## src/rtl/serial_adder_ctrl.sv

```systemverilog
// serial_adder_ctrl: bit-serial add/subtract engine.
// One full_adder cell is reused across WIDTH bit positions, LSB first, so a
// result costs WIDTH cycles of latency but only one adder cell.
//
// state | meaning
// IDLE  | waiting for Start_i
// RUN   | one bit per edge through the shared full_adder
// DONE  | one-cycle result strobe; a new Start_i is accepted here too
//
// Ports:
//   Clk_i    clock, rising edge
//   Rst_n_i  asynchronous active-low reset
//   Start_i  request pulse; A_i, B_i, Sub_i sampled on acceptance
//   Sub_i    0 = A+B, 1 = A-B
//   A_i/B_i  operands
//   Busy_o   high while in RUN
//   Done_o   one-cycle pulse, result valid
//   Sum_o    result, held until the next Done_o
//   C_o      carry out of the MSB (subtraction: 1 = no borrow)
//   V_o      signed overflow

module full_adder (
    input  logic a,
    input  logic b,
    input  logic ci,
    output logic s,
    output logic co
);
    assign s  = a ^ b ^ ci;
    assign co = (a & b) | (a & ci) | (b & ci);
endmodule

module serial_adder_ctrl #(
    parameter int WIDTH = 8
) (
    input  logic             Clk_i,
    input  logic             Rst_n_i,
    input  logic             Start_i,
    input  logic             Sub_i,
    input  logic [WIDTH-1:0] A_i,
    input  logic [WIDTH-1:0] B_i,
    output logic             Busy_o,
    output logic             Done_o,
    output logic [WIDTH-1:0] Sum_o,
    output logic             C_o,
    output logic             V_o
);
    localparam int CNT_W = $clog2(WIDTH);
    localparam logic [CNT_W-1:0] LAST_BIT = CNT_W'(WIDTH - 1);

    generate
        if (WIDTH < 2 || WIDTH > 32) begin : g_bad_width
            $error("serial_adder_ctrl: WIDTH must be in 2..32");
        end
    endgenerate

    typedef enum logic [1:0] {IDLE, RUN, DONE} state_t;

    state_t           state;
    logic [WIDTH-1:0] op_a;
    logic [WIDTH-1:0] op_b;
    logic [WIDTH-1:0] res_sh;
    logic             carry;
    logic [CNT_W-1:0] cnt;
    logic             fa_s;
    logic             fa_co;

    full_adder u_fa (
        .a  (op_a[cnt]),
        .b  (op_b[cnt]),
        .ci (carry),
        .s  (fa_s),
        .co (fa_co)
    );

    always_ff @(posedge Clk_i or negedge Rst_n_i) begin
        if (!Rst_n_i) begin
            state  <= IDLE;
            op_a   <= '0;
            op_b   <= '0;
            res_sh <= '0;
            carry  <= 1'b0;
            cnt    <= '0;
            Busy_o <= 1'b0;
            Done_o <= 1'b0;
            Sum_o  <= '0;
            C_o    <= 1'b0;
            V_o    <= 1'b0;
        end else begin
            case (state)
                IDLE, DONE: begin
                    Done_o <= 1'b0;
                    if (Start_i) begin
                        // Subtraction is A + ~B + 1: invert B here, seed carry with 1.
                        op_a   <= A_i;
                        op_b   <= B_i ^ {WIDTH{Sub_i}};
                        carry  <= Sub_i;
                        cnt    <= '0;
                        res_sh <= '0;
                        state  <= RUN;
                        Busy_o <= 1'b1;
                    end else begin
                        state  <= IDLE;
                        Busy_o <= 1'b0;
                    end
                end
                RUN: begin
                    res_sh <= {fa_s, res_sh[WIDTH-1:1]};
                    carry  <= fa_co;
                    if (cnt == LAST_BIT) begin
                        // carry currently holds the carry into the MSB.
                        Sum_o  <= {fa_s, res_sh[WIDTH-1:1]};
                        C_o    <= fa_co;
                        V_o    <= carry ^ fa_co;
                        cnt    <= '0;
                        state  <= DONE;
                        Busy_o <= 1'b0;
                        Done_o <= 1'b1;
                    end else begin
                        cnt <= cnt + CNT_W'(1);
                    end
                end
                default: begin
                    state  <= IDLE;
                    Busy_o <= 1'b0;
                    Done_o <= 1'b0;
                end
            endcase
        end
    end
endmodule

```

## config.mk

```make
export PLATFORM = sky130hd
export DESIGN_NAME = serial_adder_ctrl
export DESIGN_NICKNAME = d
export VERILOG_FILES = /design/src/rtl/serial_adder_ctrl.sv
export SDC_FILE = /design/constraint.sdc
export NUM_CORES = 1
export LEC_CHECK = 0
export BUFFER_PORTS_ARGS = -buffer_cell sky130_fd_sc_hd__clkbuf_2
export CORE_MARGIN = 3
export CORE_UTILIZATION = 40
export CTS_CLUSTER_SIZE = 28
export DETAILED_ROUTE_END_ITERATION = 8
export PLACE_DENSITY = 0.58
export SYNTH_ARGS = -nofsm -noshare
export SYNTH_HDL_FRONTEND = slang
export SYNTH_SLANG_ARGS = --single-unit
```

## constraint.sdc

```tcl
create_clock -name Clk_i -period 2.7 [get_ports Clk_i]
set_input_delay 0.54 -clock Clk_i [delete_from_list [all_inputs] [get_ports Clk_i]]
set_output_delay 0.54 -clock Clk_i [all_outputs]
set_load 0.03 [all_outputs]
```

==> metrics.csv, run 1 <==
metric,value,unit
max_cap viols,0,
post-route setup slack,558.2,ps
worst-case clock buffer depth,2,
CTS clock-pin slew for the worst setup and hold paths,80,ps
Detail Placement HPWL,2.312,mm
power share of the combinational group,44.1,%
Starting DRT DRC Count,63,
fraction of the mapped netlist area in simple logic gates,7.181,%
post-synthesis xor/xnor area fraction,4.150,%
dpl ws,558.7,ps
initial antenna violation count,0,
Core Area,4474,µm²
final worst path period share,79.32,%
setup TNS,0,ps
die width,74.91,µm
RSZ-0062 raised after global routing,no,
drt drc,0,
GRT Total Usage,13.47,%
Synth Area in Compound Gates,6.126,%
Ports,32,
DR vias,1122,
CP Capture Type,flip-flop,
syn nets,151,
Synth cell types,27,
"antenna viol nets, final",0,
Num CTS Buffers,5,
final worst path period need,2142,ps
largest net degree at the start of global routing,41,
CTS Root Buffer Type,clkbuf_8,
first-pass GRT wire length,5.595,mm
grt total ovfl,0,
CTS tree,yes,
worst-case clock skew,5.730,ps
Int Pwr,1.766,mW
# port buffers,31,
final setup vio count,0,
Post-Synth Adder-Cell Area,2.372,%
Sink Count,40,
DIE AREA,5611,µm²
switch share,35.19,%
gpl congestion,0.7265,
drt first pass iters,4,
Filler cells,411,
Total Routed Length,3.327,mm
most frequent cells in the layout,"dfrtp_1 (40), clkbuf_2 (31), mux2_2 (14)",
"commonest non-fill, non-tap cell in the layout",dfrtp_1,
max-slew violations,0,
HP Class,input pin to async pin,
post-synthesis sequential area ratio,52.70,%
crit path DAT,2370,ps
post-CTS sizing,0,
Synth warnings,0,
initial core utilization,42.45,%
CTS Hold Bufs,0,
row cnt,24,
area delta synth->final,14.16,%
Synth Cell Area,1899,µm²
post-CTS setup buffers,0,
share of layout cells above drive strength 1,47.17,%
Setup CP Type,flip-flop to flip-flop,
vias in the first global route,1178,
leakage power total,1.065,nW
mux share of post-synthesis cell area,23.65,%
worst slew pin tran,989.2,ps
Worst setup SP type,flip-flop,
CTS H-tree lvls,2,
Peak VDD IR,0.0003841,V
cells after synthesis,128,
outcome,completed,
pwr dens,1257,nW/µm²
clock latency on the worst-skew pair,290,ps
Critical Path RT,2930,ps
Nets,181,
synthesized flop and latch total,40,
crit path max fanout,7,
switching power,959.2,µW
die height,74.91,µm
fmax,466.9,MHz
Syn Area/Cell,14.84,µm²
sequential share of power,41.1,%
Hold Fails Final Rpt,0,
Slew Limit Headroom,34.05,%
largest family of logic cells by synthesized area,multiplexers,
ANT cells,0,
WL per Instance,15.77,µm
clock group share of total power,14.7,%
vias per cell,5.318,
-- cells by family (layout without fill, tap and decap cells) --
logic type               count (synthesis)  after routing
buffers and inverters                   14             45
AO/OA/AOI/OAI                           13             13
adder cells (fa/ha/maj)                  3              3
AND/OR/NAND/NOR                         17             17
multiplexers                            32             32
flip-flops                              40             40
XOR/XNOR                                 9              9
-- final cells by class --
type,instances,area (µm²),share of cell area [%]
clock buffer,6,82.58,3.808
timing repair buffer,32,162.7,7.501
multi-input combinational,74,828.3,38.20
tap,52,65.06,3.001
inverter,5,18.77,0.8656
clock inverter,2,10.01,0.4616
sequential,40,1001,46.16
-- worst paths after layout --
path / start / slack [ps] / cells after the start / to
setup reg to reg: cnt[0] / 560 / 5 / res_sh[7]
max in group asynchronous: Rst_n_i / 1680 / 1 / op_a[3]
hold / removal: Rst_n_i / 400 / 1 / Sum_o[2]
setup / recovery: cnt[0] / 560 / 5 / res_sh[7]
hold reg to reg: Sum_o[0] / 500 / 1 / Sum_o[0]
min in group Clk_i: A_i[7] / 480 / 2 / op_a[7]
-- stage by stage --
step	hold slack, ps	utilization, %	power (mW)	instances	instance area, µm²
2_1_floorplan	244.4	-	2.083	128	1899
3_5_place_dp	486.6	46.39	2.357	203	2076
4_1_cts	437.7	48.46	2.767	211	2168
5_1_grt	463.3	48.46	2.929	211	2168
3_3_place_gp	476.9	46.39	2.310	203	2076
6_report	400.5	48.46	2.726	211	2168
-- power groups by stage --
stage          Clock [mW]  Combinational, mW  Sequential, mW
2_1_floorplan           0              0.885            1.20
3_3_place_gp            0               1.18            1.13
3_5_place_dp            0               1.22            1.14
4_1_cts             0.418               1.22            1.13
5_1_grt             0.436               1.33            1.16
6_report            0.402               1.20            1.12
-- Yosys cell counts --
library cell,count,share of area [%]
o31ai_1,1,0.40
nor4b_1,1,0.46
nor4bb_1,1,0.53
and3b_1,7,3.2
mux4_1,4,5.5
nor3b_1,1,0.40
nor2b_1,2,0.66
buf_2,4,1.1
mux2_2,14,8.3
buf_6,2,1.2
nand2b_1,2,0.66
mux2i_1,4,2.1
a31o_2,9,4.2
mux2_4,9,7.1
a31o_1,1,0.46
clkbuf_1,3,0.59
or3b_2,1,0.46
o311ai_2,1,0.86
fa_1,1,1.1
xnor2_1,1,0.46
o21ai_0,1,0.26
dfrtp_1,40,53
xor2_1,8,3.7
mux2_1,1,0.59
nand3b_1,2,0.79
ha_1,2,1.3
inv_1,5,0.99
-- flip-flops by register name (all words and copies together) (netlist names) --
name,cells
Sum_o,8
op_a,8
op_b,8
res_sh,7
cnt,3
state,2
Busy_o,1
C_o,1
V_o,1
carry,1
-- per-layer routing --
| metal | part of all wire (%) | track usage (%) | routed length, µm | up-vias |
|---|---|---|---|---|
| met1 | 46 | 17.65 | 1526 | 562 |
| met5 | 0 | 0 | 0 | - |
| li1 | - | - | - | 529 |
| met2 | 49 | 20.70 | 1628 | 27 |
| met4 | 0.75 | 7.115 | 25 | 0 |
| met3 | 4.4 | 3.204 | 146 | 4 |
-- worst max-delay path, cell delays in order, from the launching register on --
cell	delay, ps
dfrtp_1	510
mux4_1	600
mux2i_1	210
fa_1	470
nor3b_1	190
a31o_1	110
(Power assumes the default switching activity.)
==> run 2, diff against run 1 <==
==> constraint.sdc (replaced) <==
create_clock -name Clk_i -period 2 [get_ports Clk_i]
set_input_delay 0.4 -clock Clk_i [delete_from_list [all_inputs] [get_ports Clk_i]]
set_output_delay 0.4 -clock Clk_i [all_outputs]
set_load 0.03 [all_outputs]
==> run 2 against run 1 <==
Register-to-register slack worse by 540 ps. Worst hold slack worse by 350 ps. Power up 44%. Non-clock buffer count grew 5. Combinational power up 50%. Utilization grew 1.1 points. Flip-flop and latch count unchanged.
==> metrics.csv, run 2 (synthesis results as in run 1) <==
metric,value,unit,change
outcome,completed,,unchanged
largest net degree at the start of global routing,21,,was 41
share of layout cells above drive strength 1,53.99,%,was 47.17%
crit path DAT,2210,ps,was 2370 ps
setup TNS,0,ps,unchanged
worst-case clock buffer depth,2,,unchanged
Worst setup SP type,flip-flop,,unchanged
Hold Fails Final Rpt,0,,unchanged
CTS tree,yes,,unchanged
pwr dens,1763,nW/µm²,was 1257 nW/µm²
Regs by FF count,"Sum_o x8, op_a x8, op_b x8",,unchanged
Placed Cells incl. Taps,208,,was 203
drt first pass iters,4,,unchanged
CP Capture Type,flip-flop,,unchanged
CTS H-tree lvls,2,,unchanged
Nets,186,,was 181
clock latency on the worst-skew pair,290,ps,about the same
Peak VDD IR,0.0006950,V,was 0.0003841 V
Starting DRT DRC Count,62,,was 63
die height,74.91,µm,unchanged
area delta synth->final,16.86,%,was 14.16%
Num CTS Buffers,5,,unchanged
"antenna viol nets, final",0,,unchanged
HP Class,input pin to async pin,,unchanged
final setup vio count,0,,unchanged
fmax,505.6,MHz,was 466.9 MHz
worst-case clock skew,5.020,ps,was 5.730 ps
Critical Path RT,2230,ps,was 2930 ps
Detail Placement HPWL,2.434,mm,was 2.312 mm
final worst path period share,98.89,%,was 79.32%
max_cap viols,0,,unchanged
Total Routed Length,3.504,mm,was 3.327 mm
ANT cells,0,,unchanged
WL per Instance,16.30,µm,was 15.77 µm
Setup CP Type,flip-flop to flip-flop,,unchanged
max-slew violations,0,,unchanged
die width,74.91,µm,unchanged
# port buffers,31,,unchanged
CTS Hold Bufs,0,,unchanged
row cnt,24,,unchanged
crit path max fanout,5,,was 7
Sink Count,40,,unchanged
gpl congestion,0.6930,,was 0.7265
RSZ-0062 raised after global routing,yes,,was no
Core Area,4474,µm²,unchanged
worst slew pin tran,488.7,ps,was 989.2 ps
vias in the first global route,1222,,was 1178
total power,3.913,mW,was 2.726 mW
drt drc,0,,unchanged
Slew Limit Headroom,67.42,%,was 34.05%
final core utilization,49.61,%,was 48.46%
most frequent cells in the layout,"dfrtp_1 (39), clkbuf_2 (31), mux2_2 (14)",,"was dfrtp_1 (40), clkbuf_2 (31), mux2_2 (14)"
CTS clock-pin slew for the worst setup and hold paths,80,ps,about the same
Ports,32,,unchanged
Hold WS,48.36,ps,was 400.5 ps
initial core utilization,42.45,%,unchanged
DIE AREA,5611,µm²,unchanged
post-CTS setup buffers,0,,unchanged
leakage power total,1.072,nW,was 1.065 nW
CTS Root Buffer Type,clkbuf_8,,unchanged
vias per cell,5.298,,was 5.318
DR vias,1139,,was 1122
Layout Cells excl Fill,215,,was 211
final worst path period need,1978,ps,was 2142 ps
initial antenna violation count,0,,unchanged
first-pass GRT wire length,5.809,mm,was 5.595 mm
grt total ovfl,0,,unchanged
GRT Total Usage,13.97,%,was 13.47%
"commonest non-fill, non-tap cell in the layout",dfrtp_1,,unchanged
run 2: cell count changes in the layout (fill, tap and decap cells not counted), moves of 2 or more:
cell      change
mux4_1        -4
clkinv_2      -2
mux2i_1       -2
buf_4         +5
mux4_2        +4
run 2: timing repair:
action                     in CTS  in global routing
pin swaps                       0                  1
setup endpoints to repair       2                  4
hold endpoints to repair        0                  0
resized for setup               3                  7
run 2: worst paths after layout:
kind | end | cells past startpoint | slack, ps | startpoint
worst min-delay path | Sum_o[3] | 1 | 50 | Rst_n_i
worst max register to register | res_sh[7] | 5 | 20 | cnt[0]
max in group asynchronous | cnt[0] | 2 | 1400 | Rst_n_i
min in group Clk_i | op_a[4] | 2 | 340 | A_i[4]
worst min register to register | Sum_o[0] | 1 | 500 | Sum_o[0]
worst max-delay path | res_sh[7] | 5 | 20 | cnt[0]
run 2: report_power, final:
group	switching [mW]	total [mW]	internal, mW	leakage [nW]
Clock	0.273	0.580	0.307	0.0503
Sequential	0.319	1.53	1.21	0.486
Combinational	0.789	1.80	1.01	0.535
run 2: area by class of cell:
type	instances	area [µm²]
Tap cell	52	65.06
Fill cell	414	2255
Multi-Input combinational cell	74	837.1
Clock buffer	7	96.34
Sequential cell	40	1002
Timing Repair Buffer	37	200.2
Inverter	5	18.77
run 2: metrics by stage:
stage / setup WS (ps) / area [µm²]
CTS: -13.13 / 2212
detailed placement: -82.60 / 2113
global placement: -14.20 / 2113
floorplan: 22.43 / 1899
global route: -87.17 / 2220
finish: 22.10 / 2220
run 2: routing by layer:
metal	vias up	global-route usage, %	wire length, µm
met5	-	0	0
met3	7	3.204	136
met4	0	7.115	56
met1	584	18.30	1626
li1	523	-	-
met2	25	21.66	1684
run 2: critical path: stages (launching register included):
cell,delay (ps)
dfrtp_2,450
mux4_2,530
mux2i_2,200
fa_2,470
nor3b_2,160
a31o_1,110
==> run 3, diff against run 2 <==
--- a/config.mk
+++ b/config.mk
@@ -5,6 +5,7 @@
 export SDC_FILE = /design/constraint.sdc
 export NUM_CORES = 1
 export LEC_CHECK = 0
+export ABC_AREA = 1
 export BUFFER_PORTS_ARGS = -buffer_cell sky130_fd_sc_hd__clkbuf_2
 export CORE_MARGIN = 3
 export CORE_UTILIZATION = 40
==> run 3 against run 2 <==
Die area shrank 2.7%. Combinational power fell by 12%. Utilization decreased by 1.7 points. Sequential power fell by 9%. Via count increased by 17%. Synthesized area shrank 3.0%. Critical path depth rose by 3. Worst setup slack better by 250 ps. Register-to-register slack gained 250 ps. Count of clock-buffer cells in the layout down 1. First-iteration DRC count down 18%. Sequential share of layout area increased by 2.3 points. Critical path type unchanged. Largest power group unchanged.
==> metrics.csv, run 3 <==
metric,value,unit,change
outcome,completed,,unchanged
Synth Cell Area,1843,µm²,was 1899 µm²
DIE AREA,5458,µm²,was 5611 µm²
final worst path period share,86.31,%,was 98.89%
share of layout cells above drive strength 1,24.45,%,was 53.99%
worst-case clock skew,6.378,ps,was 5.020 ps
"commonest non-fill, non-tap cell in the layout",dfrtp_1,,unchanged
CP Buf/Inv Count,1,,was 0
HP Class,input pin to async pin,,unchanged
pwr dens,1714,nW/µm²,was 1763 nW/µm²
ANT cells,0,,unchanged
top post-synthesis cells by area,"dfrtp_1 (54%), nand2_1 (7.7%), inv_1 (6.1%)",,"was dfrtp_1 (53%), mux2_2 (8.3%), mux2_4 (7.1%)"
Seq. cell area,1002,µm²,unchanged
share of the synthesized area in the top cell type,54.31,%,was 52.70%
leakage power total,1.090,nW,was 1.072 nW
Synth cell types,22,,was 27
drt first pass iters,4,,unchanged
initial core utilization,41.75,%,was 42.45%
WL met1,1.517,mm,was 1.626 mm
CTS H-tree lvls,2,,unchanged
Critical Path RT,2180,ps,was 2230 ps
max-slew violations,0,,unchanged
Hold Fails Final Rpt,0,,unchanged
die width,73.88,µm,was 74.91 µm
CTS tree,yes,,unchanged
Total Routed Length,3.267,mm,was 3.504 mm
max_cap viols,0,,unchanged
row cnt,24,,unchanged
area of the multi-input gates,655.6,µm²,was 837.1 µm²
syn nets,220,,was 151
Layout Cells excl Fill,281,,was 215
Peak VDD IR,0.0006038,V,was 0.0006950 V
post-synth top area cell,dfrtp_1,,unchanged
post-synthesis sequential area ratio,54.31,%,was 52.70%
post-synthesis xor/xnor area fraction,4.277,%,was 4.150%
Crit-path slowest cell,dfrtp_2,,was mux4_2
Synth top cells by count,"dfrtp_1 (40), nand2_1 (38), inv_1 (30)",,"was dfrtp_1 (40), mux2_2 (14), a31o_2 (9), mux2_4 (9), xor2_1 (8)"
area delta synth->final,14.66,%,was 16.86%
Placed Cells incl. Taps,273,,was 208
# port buffers,31,,unchanged
RR Startpoint,cnt[0],,unchanged
gpl congestion,0.8392,,was 0.6930
Starting DRT DRC Count,51,,was 62
mux share of post-synthesis cell area,0,%,was 23.65%
CTS Root Buffer Type,clkbuf_8,,unchanged
Filler cells,452,,was 414
met2 WL post-DR,1.525,mm,was 1.684 mm
dpl ws,158.7,ps,was -82.60 ps
die height,73.88,µm,was 74.91 µm
crit path max fanout,10,,was 5
clock latency on the worst-skew pair,290,ps,about the same
RSZ-0062 raised after global routing,no,,was yes
final worst path period need,1726,ps,was 1978 ps
Worst setup SP type,flip-flop,,unchanged
DR vias,1328,,was 1139
number of synthesized flops with an enable pin,0,,unchanged
Syn Area/Cell,9.355,µm²,was 14.84 µm²
Crit path largest cell delay,470,ps,was 530 ps
routed length on met3,158,µm,was 136 µm
Top Metal Used,met4,,unchanged
top-count cell post-synth,dfrtp_1,,unchanged
setup TNS,0,ps,unchanged
Core Area,4414,µm²,was 4474 µm²
Regs by FF count,"Sum_o x8, op_a x8, op_b x8",,unchanged
Hold WS,151.3,ps,was 48.36 ps
CTS clock-pin slew for the worst setup and hold paths,80,ps,about the same
largest family of logic cells by synthesized area,simple AND/OR/NAND/NOR gates,,was multiplexers
Synth warnings,0,,unchanged
Num CTS Buffers,5,,unchanged
GRT Total Usage,13.87,%,was 13.97%
Sink Count,40,,unchanged
post-route setup slack,273.8,ps,was 22.10 ps
Crit. Startpoint,cnt[0],,unchanged
first-pass GRT wire length,5.644,mm,was 5.809 mm
fmax,579.3,MHz,was 505.6 MHz
vias per cell,4.726,,was 5.298
"antenna viol nets, final",0,,unchanged
crit path DAT,1900,ps,was 2210 ps
synthesized flop and latch total,40,,unchanged
CTS Hold Bufs,0,,unchanged
CP Capture Type,flip-flop,,unchanged
Detail Placement HPWL,2.207,mm,was 2.434 mm
worst-path cell chain,inv_2 > nand2_1 > nand3_1 > nand3_1 > nand2_1 > fa_1 > xor2_1 > o21ai_2,,was mux4_2 > mux2i_2 > fa_2 > nor3b_2 > a31o_1
worst-case clock buffer depth,2,,unchanged
CP top delay family,flip-flops,,was multiplexers
Ports,32,,unchanged
Nets,251,,was 186
grt total ovfl,0,,unchanged
WL per Instance,11.63,µm,was 16.30 µm
initial antenna violation count,0,,unchanged
drt drc,0,,unchanged
fraction of the mapped netlist area in simple logic gates,15.89,%,was 7.181%
ys async rst share,100.0,%,unchanged
cells after synthesis,197,,was 128
top_reg_cell synth,dfrtp_1,,unchanged
final setup vio count,0,,unchanged
Slew Limit Headroom,66.59,%,was 67.42%
largest net degree at the start of global routing,41,,was 21
vias in the first global route,1258,,was 1222
worst slew pin tran,501.2,ps,was 488.7 ps
Synth Area in Compound Gates,12.97,%,was 6.126%
Setup CP Type,flip-flop to flip-flop,,unchanged
most frequent cells in the layout,"dfrtp_1 (39), nand2_1 (38), clkbuf_2 (31)",,"was dfrtp_1 (39), clkbuf_2 (31), mux2_2 (14)"
Post-Synth Adder-Cell Area,2.444,%,was 2.372%
-- run 3: changes by cell type after synthesis, sizes merged, moves of 8 or more --
cell / before / now
mux2: 24 / 0
a31o: 10 / 0
inv: 5 / 32
a21oi: 0 / 8
o21ai: 1 / 22
nand3: 0 / 17
nand2: 0 / 41
nor2: 0 / 9
-- run 3: layer usage --
layer,GRT usage [%],up-vias
met3,5.062,6
met1,16.80,614
met2,22.05,26
met5,0,-
met4,6.036,0
li1,-,682
-- run 3: cells by family (layout without fill, tap and decap cells) --
| group | Yosys count | count (layout) |
|---|---|---|
| XOR/XNOR | 9 | 9 |
| adder cells (fa/ha/maj) | 3 | 3 |
| AND/OR/NAND/NOR | 67 | 67 |
| buffers and inverters | 40 | 72 |
| AO/OA/AOI/OAI | 38 | 38 |
| flip-flops | 40 | 40 |
-- run 3: final timing paths --
check	to	slack, ps	depth (start not counted)
min	Sum_o[6]	150	2
max in group asynchronous	cnt[0]	1470	2
min in group Clk_i	op_a[3]	350	3
max	V_o	270	8
max reg2reg	V_o	270	8
min reg2reg	Sum_o[1]	480	2
-- run 3: metrics by stage --
stage	utilization, %	total power [mW]	instance area (µm²)
CTS	47.85	3.677	2112
floorplan	-	2.661	1843
global route	47.87	3.947	2113
global placement	45.41	2.981	2004
finish	47.87	3.622	2113
detailed placement	45.41	3.017	2004
-- run 3: report_power, final --
group | leakage [nW] | internal [mW] | switching [mW]
clock network | 0.0552 | 0.370 | 0.276
registers | 0.484 | 1.19 | 0.199
logic | 0.551 | 0.560 | 1.03
-- run 3: cell type report --
type | instances | area share (%)
Sequential cell | 40 | 47.42
Clock buffer | 6 | 3.434
Inverter | 32 | 5.684
Multi-Input combinational cell | 117 | 31.02
Timing Repair Buffer | 32 | 7.697
Clock inverter | 2 | 1.658
Tap cell | 52 | 3.079
-- run 3: repair_timing --
| item | in CTS | in global routing |
|---|---|---|
| buffers inserted | 0 | 0 |
| gates resized for setup | 0 | 1 |
| setup endpoints to repair | 0 | 1 |
